--- config.mk ---
export PLATFORM = sky130hd
export DESIGN_NAME = hamming_chunk_feeder
export DESIGN_NICKNAME = d
export VERILOG_FILES = /design/src/rtl/hamming_chunk_feeder.sv
export SDC_FILE = /design/constraint.sdc
export NUM_CORES = 1
export LEC_CHECK = 0
export ABC_CLOCK_PERIOD_IN_PS = 2500
export CAP_MARGIN = 20
export CORE_ASPECT_RATIO = 1.2
export CORE_MARGIN = 2
export CORE_UTILIZATION = 41
export DETAILED_ROUTE_END_ITERATION = 8
export GPL_TIMING_DRIVEN = 0
export PLACE_DENSITY = 0.68
export SYNTH_ARGS = -nofsm -noshare
export SYNTH_HDL_FRONTEND = slang
export SYNTH_SLANG_ARGS = --single-unit
--- constraint.sdc ---
create_clock -name clk -period 2.5 [get_ports clk]
set_input_delay 0.75 -clock clk [delete_from_list [all_inputs] [get_ports clk]]
set_output_delay 0.75 -clock clk [all_outputs]
set_load 0.005 [all_outputs]
--- src/rtl/hamming_chunk_feeder.sv ---
// hamming_chunk_feeder
// Upstream stage of the sequential Hamming-distance accumulator. Accepts the
// two operands as IN_W-bit word pairs over a valid/ready stream and hands the
// accumulator one CHUNK-bit slice of each operand per cycle, LSB first.
// x and y are forced to zero whenever no real slice is present. The
// accumulator has no enable, and XOR of zeros adds nothing to its sum.
module hamming_chunk_feeder #(
    parameter int N     = 1600,
    parameter int CHUNK = 5,
    parameter int IN_W  = 40
) (
    input  logic             clk,
    input  logic             rst,
    input  logic             start,
    input  logic             in_valid,
    output logic             in_ready,
    input  logic [IN_W-1:0]  in_x,
    input  logic [IN_W-1:0]  in_y,
    output logic [CHUNK-1:0] x,
    output logic [CHUNK-1:0] y,
    output logic             chunk_valid,
    output logic             acc_clr,
    output logic             busy,
    output logic             done
);

    // Slices per word and words per frame, plus counter widths sized so that
    // neither counter ever has to wrap inside a frame.
    localparam int SPW   = IN_W / CHUNK;
    localparam int WORDS = N / IN_W;
    localparam int SW    = (SPW   > 1) ? $clog2(SPW)   : 1;
    localparam int WW    = (WORDS > 1) ? $clog2(WORDS) : 1;

    localparam logic [SW-1:0] LAST_SLICE = SW'(SPW - 1);
    localparam logic [WW-1:0] LAST_WORD  = WW'(WORDS - 1);

    typedef enum logic [2:0] {
        S_IDLE,
        S_CLEAR,
        S_LOAD,
        S_SHIFT,
        S_DONE
    } state_t;

    state_t          state;
    state_t          next_state;
    logic [IN_W-1:0] sx;
    logic [IN_W-1:0] sy;
    logic [SW-1:0]   slice_cnt;
    logic [WW-1:0]   word_cnt;
    logic            last_slice;
    logic            last_word;
    logic            accept;

    assign last_slice = (slice_cnt == LAST_SLICE);
    assign last_word  = (word_cnt == LAST_WORD);
    assign accept     = in_valid && in_ready;

    // State register; an asserted reset abandons any frame in flight.
    always_ff @(posedge clk or negedge rst) begin
        if (!rst) begin
            state <= S_IDLE;
        end else begin
            state <= next_state;
        end
    end

    // Next state and all outputs. The outputs decode only the registered
    // state, so they fall to zero as soon as reset forces IDLE.
    always_comb begin
        next_state  = state;
        in_ready    = 1'b0;
        chunk_valid = 1'b0;
        x           = '0;
        y           = '0;
        acc_clr     = 1'b0;
        done        = 1'b0;
        busy        = (state != S_IDLE);
        case (state)
            S_IDLE: begin
                if (start) begin
                    next_state = S_CLEAR;
                end
            end
            S_CLEAR: begin
                acc_clr    = 1'b1;
                next_state = S_LOAD;
            end
            S_LOAD: begin
                in_ready = 1'b1;
                if (in_valid) begin
                    next_state = S_SHIFT;
                end
            end
            S_SHIFT: begin
                chunk_valid = 1'b1;
                x           = sx[CHUNK-1:0];
                y           = sy[CHUNK-1:0];
                if (last_slice) begin
                    if (last_word) begin
                        next_state = S_DONE;
                    end else begin
                        // Offer the next word pair during the final slice so
                        // that back-to-back words leave no idle cycle.
                        in_ready   = 1'b1;
                        next_state = in_valid ? S_SHIFT : S_LOAD;
                    end
                end
            end
            S_DONE: begin
                done       = 1'b1;
                next_state = S_IDLE;
            end
            default: begin
                next_state = S_IDLE;
            end
        endcase
    end

    // Operand shift registers and the slice/word counters.
    always_ff @(posedge clk or negedge rst) begin
        if (!rst) begin
            sx        <= '0;
            sy        <= '0;
            slice_cnt <= '0;
            word_cnt  <= '0;
        end else begin
            case (state)
                S_CLEAR: begin
                    slice_cnt <= '0;
                    word_cnt  <= '0;
                end
                S_LOAD: begin
                    if (accept) begin
                        sx        <= in_x;
                        sy        <= in_y;
                        slice_cnt <= '0;
                    end
                end
                S_SHIFT: begin
                    if (last_slice) begin
                        slice_cnt <= '0;
                        if (!last_word) begin
                            word_cnt <= word_cnt + WW'(1);
                        end
                        if (accept) begin
                            sx <= in_x;
                            sy <= in_y;
                        end else begin
                            sx <= sx >> CHUNK;
                            sy <= sy >> CHUNK;
                        end
                    end else begin
                        sx        <= sx >> CHUNK;
                        sy        <= sy >> CHUNK;
                        slice_cnt <= slice_cnt + SW'(1);
                    end
                end
                S_DONE: begin
                    word_cnt <= '0;
                end
                default: begin
                    slice_cnt <= slice_cnt;
                end
            endcase
        end
    end

endmodule

After elaboration in Yosys (flattened, before gate mapping):

Cells that the tools add are included.

* bits in registers: 92
* bits of input ports: 84

* add/sub/neg operators: 2
* eq/ne operators: 11
* muxes and demuxes: 28
* reductions and logical operators: 11

Operators with widths (count)
* $mux 40: 6
* $pmux 40 s2: 2
* $mux 3: 6
* $mux 6: 2
* $pmux 3 s4: 1
* $pmux 6 s2: 1
* $mux 5: 2
* $ne 2x2->1 const B: 5
* $pmux 3 s3: 1
* $add 6x1->6 const B: 1
* $eq 3x2->1 const B: 2
* $eq 3x3->1 const B: 2
* $eq 6x6->1 const B: 1
* $mux 1: 6
* $reduce_and 3->1: 2
* $reduce_bool 3->1: 2
* $reduce_and 2->1: 2
* $reduce_bool 2->1: 2
* $add 3x1->3 const B: 1
* $eq 3x1->1 const B: 1
* $logic_not 3->1: 1
* $pmux 1 s2: 1
* $reduce_or 2->1: 1
* $logic_and 1x1->1: 1

Depth between registers and ports, before layout:

* word-level depth: 8
* depth in mapped cells: 7

Least setup slack after synthesis:

OpenSTA, ideal clock, no wires.

* path type: register to output
* from: register state[2]
* to: output port x[0]
* arrival: 1.325 ns
* slack: 0.425 ns
* stages on the path, launching flop included: 7
* buffers on the path: 3
* path through: dfrtp_1 > buf_6 > nand3b_4 > inv_2 > buf_2 > clkbuf_1 > and2_1

* word-level cells in the longest chain between the ends: 2

RTL lines
* start, declared: RTL line 45 `state_t state;`
* start signal, assigned: RTL line 64 `state <= next_state;`
* $eq 3x2->1: RTL line 79 `case (state)`
* $mux 5: RTL line 79
* end, declared: RTL line 19 `output logic [CHUNK-1:0] x,`

No other way between the ends.

Final worst setup path:

* from: register state[0]
* to: output port busy

* word-level cells in the longest chain between the ends: 1

RTL lines
* $reduce_bool 3->1: RTL line 78 `busy = (state != S_IDLE);`
* end, declared: RTL line 23 `output logic busy,`

No other way between the ends.

==> metrics.md <==
| Metric | Value |
|---|---|
| Number of synthesized register bits | 92 |
| Antenna violation net count after detailed routing | 0 |
| Number of enable-type register cells in the synthesized netlist | 0 |
| Headroom to the max-slew limit | 58.1% |
| Worst Path Arrival | 1700 ps |
| Transition time at the pin with the least slew margin | 626 ps |
| Power Dens Cells | 1050 mW/mm^2 |
| Drt first-iter violations | 117 |
| Total nets after synthesis | 456 |
| Sinks on the clock net | 92 |
| Setup TNS after final layout | 0 ps |
| Chip Width | 97.3 um |
| Number of different library cells in the post-synthesis netlist | 36 |
| RSZ-0062 raised after global routing | no |
| Capturing instance or port of the critical path | busy |
| Die Y-Extent | 116 um |
| Critical path start-end classification | flip-flop to primary output |
| Antenna cells | 0 |
| Worst Hold Margin | 401 ps |
| Cell count after placement | 594 |
| Most frequent cells after synthesis | 92 x sky130_fd_sc_hd__dfrtp_1, 72 x sky130_fd_sc_hd__and3_1, 70 x sky130_fd_sc_hd__a221o_1 |
| Max-slew violation total from the final report | 0 |
| Cell chain of the critical path | buf_2 -> or3_1 -> clkdlybuf4s50_1 |
| Slowest stage cell on the critical path | sky130_fd_sc_hd__clkdlybuf4s50_1 |
| Synth warnings | 0 |
| Leading cell types by total area after synthesis | sky130_fd_sc_hd__dfrtp_1 54%, sky130_fd_sc_hd__a221o_1 16%, sky130_fd_sc_hd__and3_1 11% |
| # hold bufs at CTS | 0 |
| Routed length on met2 | 5190 um |
| Pin count of the biggest net entering global routing | 51 |
| Setup crit start | state[0] |
| Vias per Instance | 5.68 |
| TritonCTS buffer count | 9 |
| DPL Wire Length | 7550 um |
| Layout Cells excl Fill | 615 |
| Final wirelength | 10,600 um |
| Number of global-route vias before repair | 3,661 |
| Number of nets at the end of the flow | 571 |
| Synth Flop Type | sky130_fd_sc_hd__dfrtp_1 |
| Area of the placeable core | 0.0101 sq mm |
| Length of routed met3 wiring | 497 um |
| Total power of the final layout | 6.22 mW |
| Yosys top cell area share | 53.8% |
| Number of cells on the critical path | 3 |
| Required time at the worst-slack endpoint | 1750 ps |
| Pre-antenna DRT Iters | 4 |
| Cell class contributing the biggest share of worst-path delay | buffers and inverters |
| DIE AREA | 0.0113 sq mm |
| Mapped Avg Cell Area | 11.6 sq um |
| Layout overhead on the synthesized area | 38.0% |
| Reg-to-reg setup timing slack | 550 ps |
| Site Rows | 40 |
| Number of buffer cells added on primary ports | 98 |
| Met1 Wirelength | 4690 um |
| Initial cell density of the core | 42.4% |
| WL/cell | 17.3 um |
| Drt drc | 0 |
| Via total after detailed routing | 3,492 |
| Netlist area before placement | 0.00428 sq mm |
| Routability congestion estimate | 0.795 |
| Cells after Synth | 369 |
| Number of violations of the max-capacitance limit | 0 |
| Fill cell total of the finished layout | 848 |
| Number of setup violations in the final report | 0 |
| Depth of the most critical reg-to-reg path | 7 |
| Top cell type by total area after synthesis | sky130_fd_sc_hd__dfrtp_1 |
| Crit path launch type | flip-flop |
| Uppermost routed layer | met4 |
| Part of the Yosys area used for sequential elements | 53.8% |
| Clock Latency Late Sink | 340 ps |
| Final count of hold timing violations | 0 |
| Leakage power of the design | 2.83 nW |
| Initial antenna violation count | 0 |
| CTS H-Tree Depth | 3 |
| Worst-path clk slew | 70 ps |
| Time the worst path needs with I/O delays and setup | 2450 ps |
| Final instance area | 0.00591 sq mm |
| Maximum net fanout on the critical path | 9 |
| Maximum vdd drop | 445 uV |
| Layout cell share with drive strength beyond 1 | 12.1% |
| Count of buffer and inverter cells on the critical path | 2 |
| Root buffer cell | sky130_fd_sc_hd__clkbuf_16 |
| Final clock skew | 5.98 ps |
| CTS tree | yes |
| Capturing element type of the critical path | primary output |
| Reg-to-reg critical path endpoint | sy[29] |
| Achievable Freq | 408 MHz |
| Congestion Overflow GR | 0 |
| FFs w/ async S/R, synth | 100% |
| I/O Pins | 99 |
| Reg-to-reg startpoint | slice_cnt[0] |
| Final critical-path share of the clock period | 98.1% |
| Global-route usage over all layers | 19.7% |
| Hold WC Path Type | input pin to asynchronous set/reset pin |
| Clock Tree Buf Depth | 2 |
| Outcome | finished clean |
| Count leader, synth | sky130_fd_sc_hd__dfrtp_1 |
| Wire length of the first global-routing pass | 17,800 um |
| Standard cell area after detailed placement | 0.00545 sq mm |
| Largest stage delay on the critical path | 450 ps |
worst min path at each step:
stage,from,cells past startpoint,slack [ps],end
floorplan,rst,0,450,slice_cnt[0]
global placement,slice_cnt[0],1,480,slice_cnt[0]
detailed placement,slice_cnt[0],1,480,slice_cnt[0]
CTS,rst,1,420,state[0]
global route,rst,1,440,sy[13]
finish,rst,1,400,sy[13]
cell usage in the layout (no fill, tap or decap), types with 2 or more instances in the layout:
| cell | n |
|---|---|
| sky130_fd_sc_hd__clkbuf_1 | 15 |
| sky130_fd_sc_hd__dfrtp_1 | 92 |
| sky130_fd_sc_hd__a21oi_1 | 14 |
| sky130_fd_sc_hd__inv_1 | 3 |
| sky130_fd_sc_hd__a22o_1 | 2 |
| sky130_fd_sc_hd__nand2_1 | 23 |
| sky130_fd_sc_hd__buf_6 | 9 |
| sky130_fd_sc_hd__nor3_1 | 2 |
| sky130_fd_sc_hd__or2_2 | 3 |
| sky130_fd_sc_hd__a211oi_1 | 2 |
| sky130_fd_sc_hd__clkdlybuf4s50_1 | 85 |
| sky130_fd_sc_hd__buf_4 | 9 |
| sky130_fd_sc_hd__o211ai_1 | 3 |
| sky130_fd_sc_hd__o21ai_0 | 5 |
| sky130_fd_sc_hd__a221o_1 | 70 |
| sky130_fd_sc_hd__buf_2 | 8 |
| sky130_fd_sc_hd__and3_1 | 72 |
| sky130_fd_sc_hd__nor2_1 | 5 |
| sky130_fd_sc_hd__ha_4 | 2 |
| sky130_fd_sc_hd__and2_1 | 12 |
| sky130_fd_sc_hd__or3_1 | 3 |
| sky130_fd_sc_hd__nand3_1 | 2 |
| sky130_fd_sc_hd__clkinv_2 | 2 |
| sky130_fd_sc_hd__clkbuf_16 | 9 |
| sky130_fd_sc_hd__bufinv_16 | 4 |
| sky130_fd_sc_hd__dlygate4sd2_1 | 10 |
registers in the layout, summed over array words and instances (netlist names):
| register | flops |
|---|---|
| slice_cnt | 3 |
| word_cnt | 6 |
| state | 3 |
| sy | 40 |
| sx | 40 |
area by class of cell:
cell class	instances	area, sq um	share of cell area (%)
Sequential cell	92	2300	39.0
Multi-Input combinational cell	236	1780	30.2
Timing Repair Buffer	106	1040	17.7
Buffer	35	239	4.04
Clock buffer	9	225	3.81
Tap cell	126	158	2.67
Clock inverter	7	139	2.35
Inverter	4	20.0	0.339
worst register-to-register path, cell delays in order, from the launching register on:
cell and delay [ps]:
sky130_fd_sc_hd__dfrtp_1 400, sky130_fd_sc_hd__ha_1 230, sky130_fd_sc_hd__ha_4 180, sky130_fd_sc_hd__buf_4 160, sky130_fd_sc_hd__o211ai_4 170, sky130_fd_sc_hd__a21oi_4 190
sky130_fd_sc_hd__buf_6 180, sky130_fd_sc_hd__a221o_1 310
cell families (layout without fill, tap and decap cells):
| logic type | after synthesis | in the layout | share of synthesized area (%) |
|---|---|---|---|
| AND/OR/NAND/NOR | 130 | 130 | 18.2 |
| AO/OA/AOI/OAI | 101 | 101 | 21.2 |
| flip-flops | 92 | 92 | 53.8 |
| buffers and inverters | 41 | 161 | 5.52 |
| adder cells (fa/ha/maj) | 3 | 3 | 0.877 |
| XOR/XNOR | 2 | 2 | 0.409 |
where the power goes:
| part | total (mW) | internal (mW) | switching [mW] |
|---|---|---|---|
| logic | 2.23 | 1.26 | 0.967 |
| clock network | 1.64 | 1.08 | 0.567 |
| registers | 2.35 | 2.05 | 0.297 |
| total | 6.22 | 4.39 | 1.83 |
layer usage:
metal / global-route usage, % / up-vias
li1: - / 1659
met5: 0 / -
met3: 4.04 / 19
met4: 7.96 / 0
met1: 24.7 / 1720
met2: 33.8 / 94
timing repair:
action / 4_1_cts / 5_1_grt
resized for setup: 26 / 4
buffers inserted: 6 / 1
setup endpoints to repair: 12 / 4
pin swaps: 1 / 0
per-stage QoR:
stage	worst slack (ps)	utilization (%)
finish	48.2	58.4
global route	5.97	58.4
CTS	24.2	58.3
detailed placement	-332	53.9
global placement	-2720	53.6
floorplan	425	-
(Power assumes the default switching activity.)
==> patch, RTL diff (config.mk and constraints unchanged) <==
Make the reset (`rst`) synchronous in 2 clocked blocks.
--- a/src/rtl/hamming_chunk_feeder.sv
+++ b/src/rtl/hamming_chunk_feeder.sv
@@ -58,5 +58,5 @@
 
     // State register; an asserted reset abandons any frame in flight.
-    always_ff @(posedge clk or negedge rst) begin
+    always_ff @(posedge clk) begin
         if (!rst) begin
             state <= S_IDLE;
@@ -119,5 +119,5 @@
 
     // Operand shift registers and the slice/word counters.
-    always_ff @(posedge clk or negedge rst) begin
+    always_ff @(posedge clk) begin
         if (!rst) begin
             sx        <= '0;
Behaviour: differs if rst is asserted again (counterexample within 4 cycles, from zero or initial values and one cycle with rst low); with rst held inactive, the same outputs for 10 cycles.
==> patch against the original RTL <==
- cell count increased by 29%
- sequential cell count stayed put
- worst setup slack gained 0.013 ns
- critical path type unchanged
- routed wire length grew 25%
- design area rose by 2.2%
- sequential share of layout area decreased by 8.4 points
- synthesized area is 4.2% higher
Power is not compared: it rests on default switching activity, and its combinational part moved more than twofold at a synthesized area within 25%.
==> patch: results (changes against the original RTL) <==
- Setup slack, reg-to-reg: 0.53 ns (-0.02 ns)
- Port Buf Inserts: 97 (-1.0%)
- Clock slew at reported path FFs: 0.06 ns
- Synth cell types: 47 (+31%)
- First-pass detailed-route iteration total: 5 (+1)
- Met3 WL post-DR: 719 microns (+45%)
- Met2 Usage GRT: 38.4% (+4.6 points)
- Slew Limit Fails: 0 (unchanged)
- Worst-Margin Slew: 0.542 ns (-0.0846 ns)
- Top post-synthesis cells by area: dfxtp_1, o21ai_0, a31oi_1, a21oi_1, buf_8
- Final Critical Period: 2.44 ns (-0.0126 ns)
- Pin count of the biggest net entering global routing: 19 (-63%)
- Via density: 5.81 (+2.3%)
- DP Area: 5590 sq um (+2.7%)
- HPWL after DPL: 9440 microns (+25%)
- Max incr delay on CP: 0.55 ns (+0.10 ns)
- Clk buf depth: 2 (unchanged)
- Worst setup path startpoint: state[1]$_SDFFE_PN0P_
- PostCTS Resize Cnt: 31 (+19%)
- Mapped Cells: 545 (+48%)
- Critical path fanouts, max: 10 (+1)
- XOR/XNOR Fraction of Synth Area: 0.589% (+0.18 points)
- 1st-iter DRT viols: 321 (+170%)
- Pre-CTS setup slack: -0.248 ns (+0.0842 ns)
- Met3 Resource Use GR: 3.67% (-0.37 points)
- Reg2reg end: sx[0]$_SDFFE_PN0P_
- Clock Skews: 0.00514 ns (-0.000840 ns)
- Met1 Usage GRT: 27.8% (+3.1 points)
- Synth async-reset ratio: 0% (-100 points)
- First-pass GRT wire length: 21500 microns (+21%)
- Seq/Total Area, Yosys: 41.3% (-12 points)
- Nets@finish: 748 (+31%)
- WL/cell: 16.7 microns (-3.2%)
- Synth Area in Compound Gates: 40.4% (+19 points)
- Outcome: finished clean
- Vias in the first global route: 4467 (+22%)
- Synth Net Count: 632 (+39%)
- Critical path endpoint: done
- Commonest cells post-synth: o21ai_0, dfxtp_1, a21oi_1, a31oi_1, clkbuf_1
- Gr usage total: 22.6% (+2.8 points)
- Min Hold Slack: 0.459 ns (+0.0580 ns)
- Worst hold path class: reg2reg
- Regs by FF count: sx: 40 flops, sy: 40 flops, word_cnt: 6 flops
- Register-to-Register Path Depth: 6 (-1)
- CTS root buffer: clkbuf_16
- CTS Buf Count: 9 (unchanged)
- Via count: 4616 (+32%)
- Routability Congestion: 0.844 (+6.2%)
- Mux contribution to synthesized area: 0.477% (+0.48 points)
- Post-Route M1 WL: 5660 microns (+21%)
[patch: cell types whose count changed after synthesis, moves of 7 or more]
cell and change:
a21boi_1 +10, a21oi_1 +60, a221o_1 -70, a31oi_1 +70, and3_1 -71, buf_2 +11, buf_8 +7, clkbuf_1 +8
dfrtp_1 -92, dfxtp_1 +92, nand2_1 -10, o211ai_1 +9, o21ai_0 +136
[patch: logic make-up (layout without fill, tap and decap cells)]
family | count (synthesis) | count (layout)
mux | 2 | 2
simple gates | 55 | 55
flops | 92 | 92
fa+ha+maj | 3 | 3
buf+inv | 68 | 189
compound gates | 322 | 322
xor+xnor | 3 | 3
[patch: report_power, final]
part	internal (uW)	switching, uW
Sequential	1610	77.9
Combinational	340	377
Clock	882	568
[patch: layout make-up]
cell class | count | area, sq um
plain buffers | 63 | 420
flip-flops and latches | 92 | 1840
clock inverters | 3 | 42.5
fillers | 955 | 4530
multi-input cells | 385 | 2250
repair buffers | 106 | 1020
clock buffers | 13 | 280
well taps | 129 | 161
inverters | 4 | 20.0
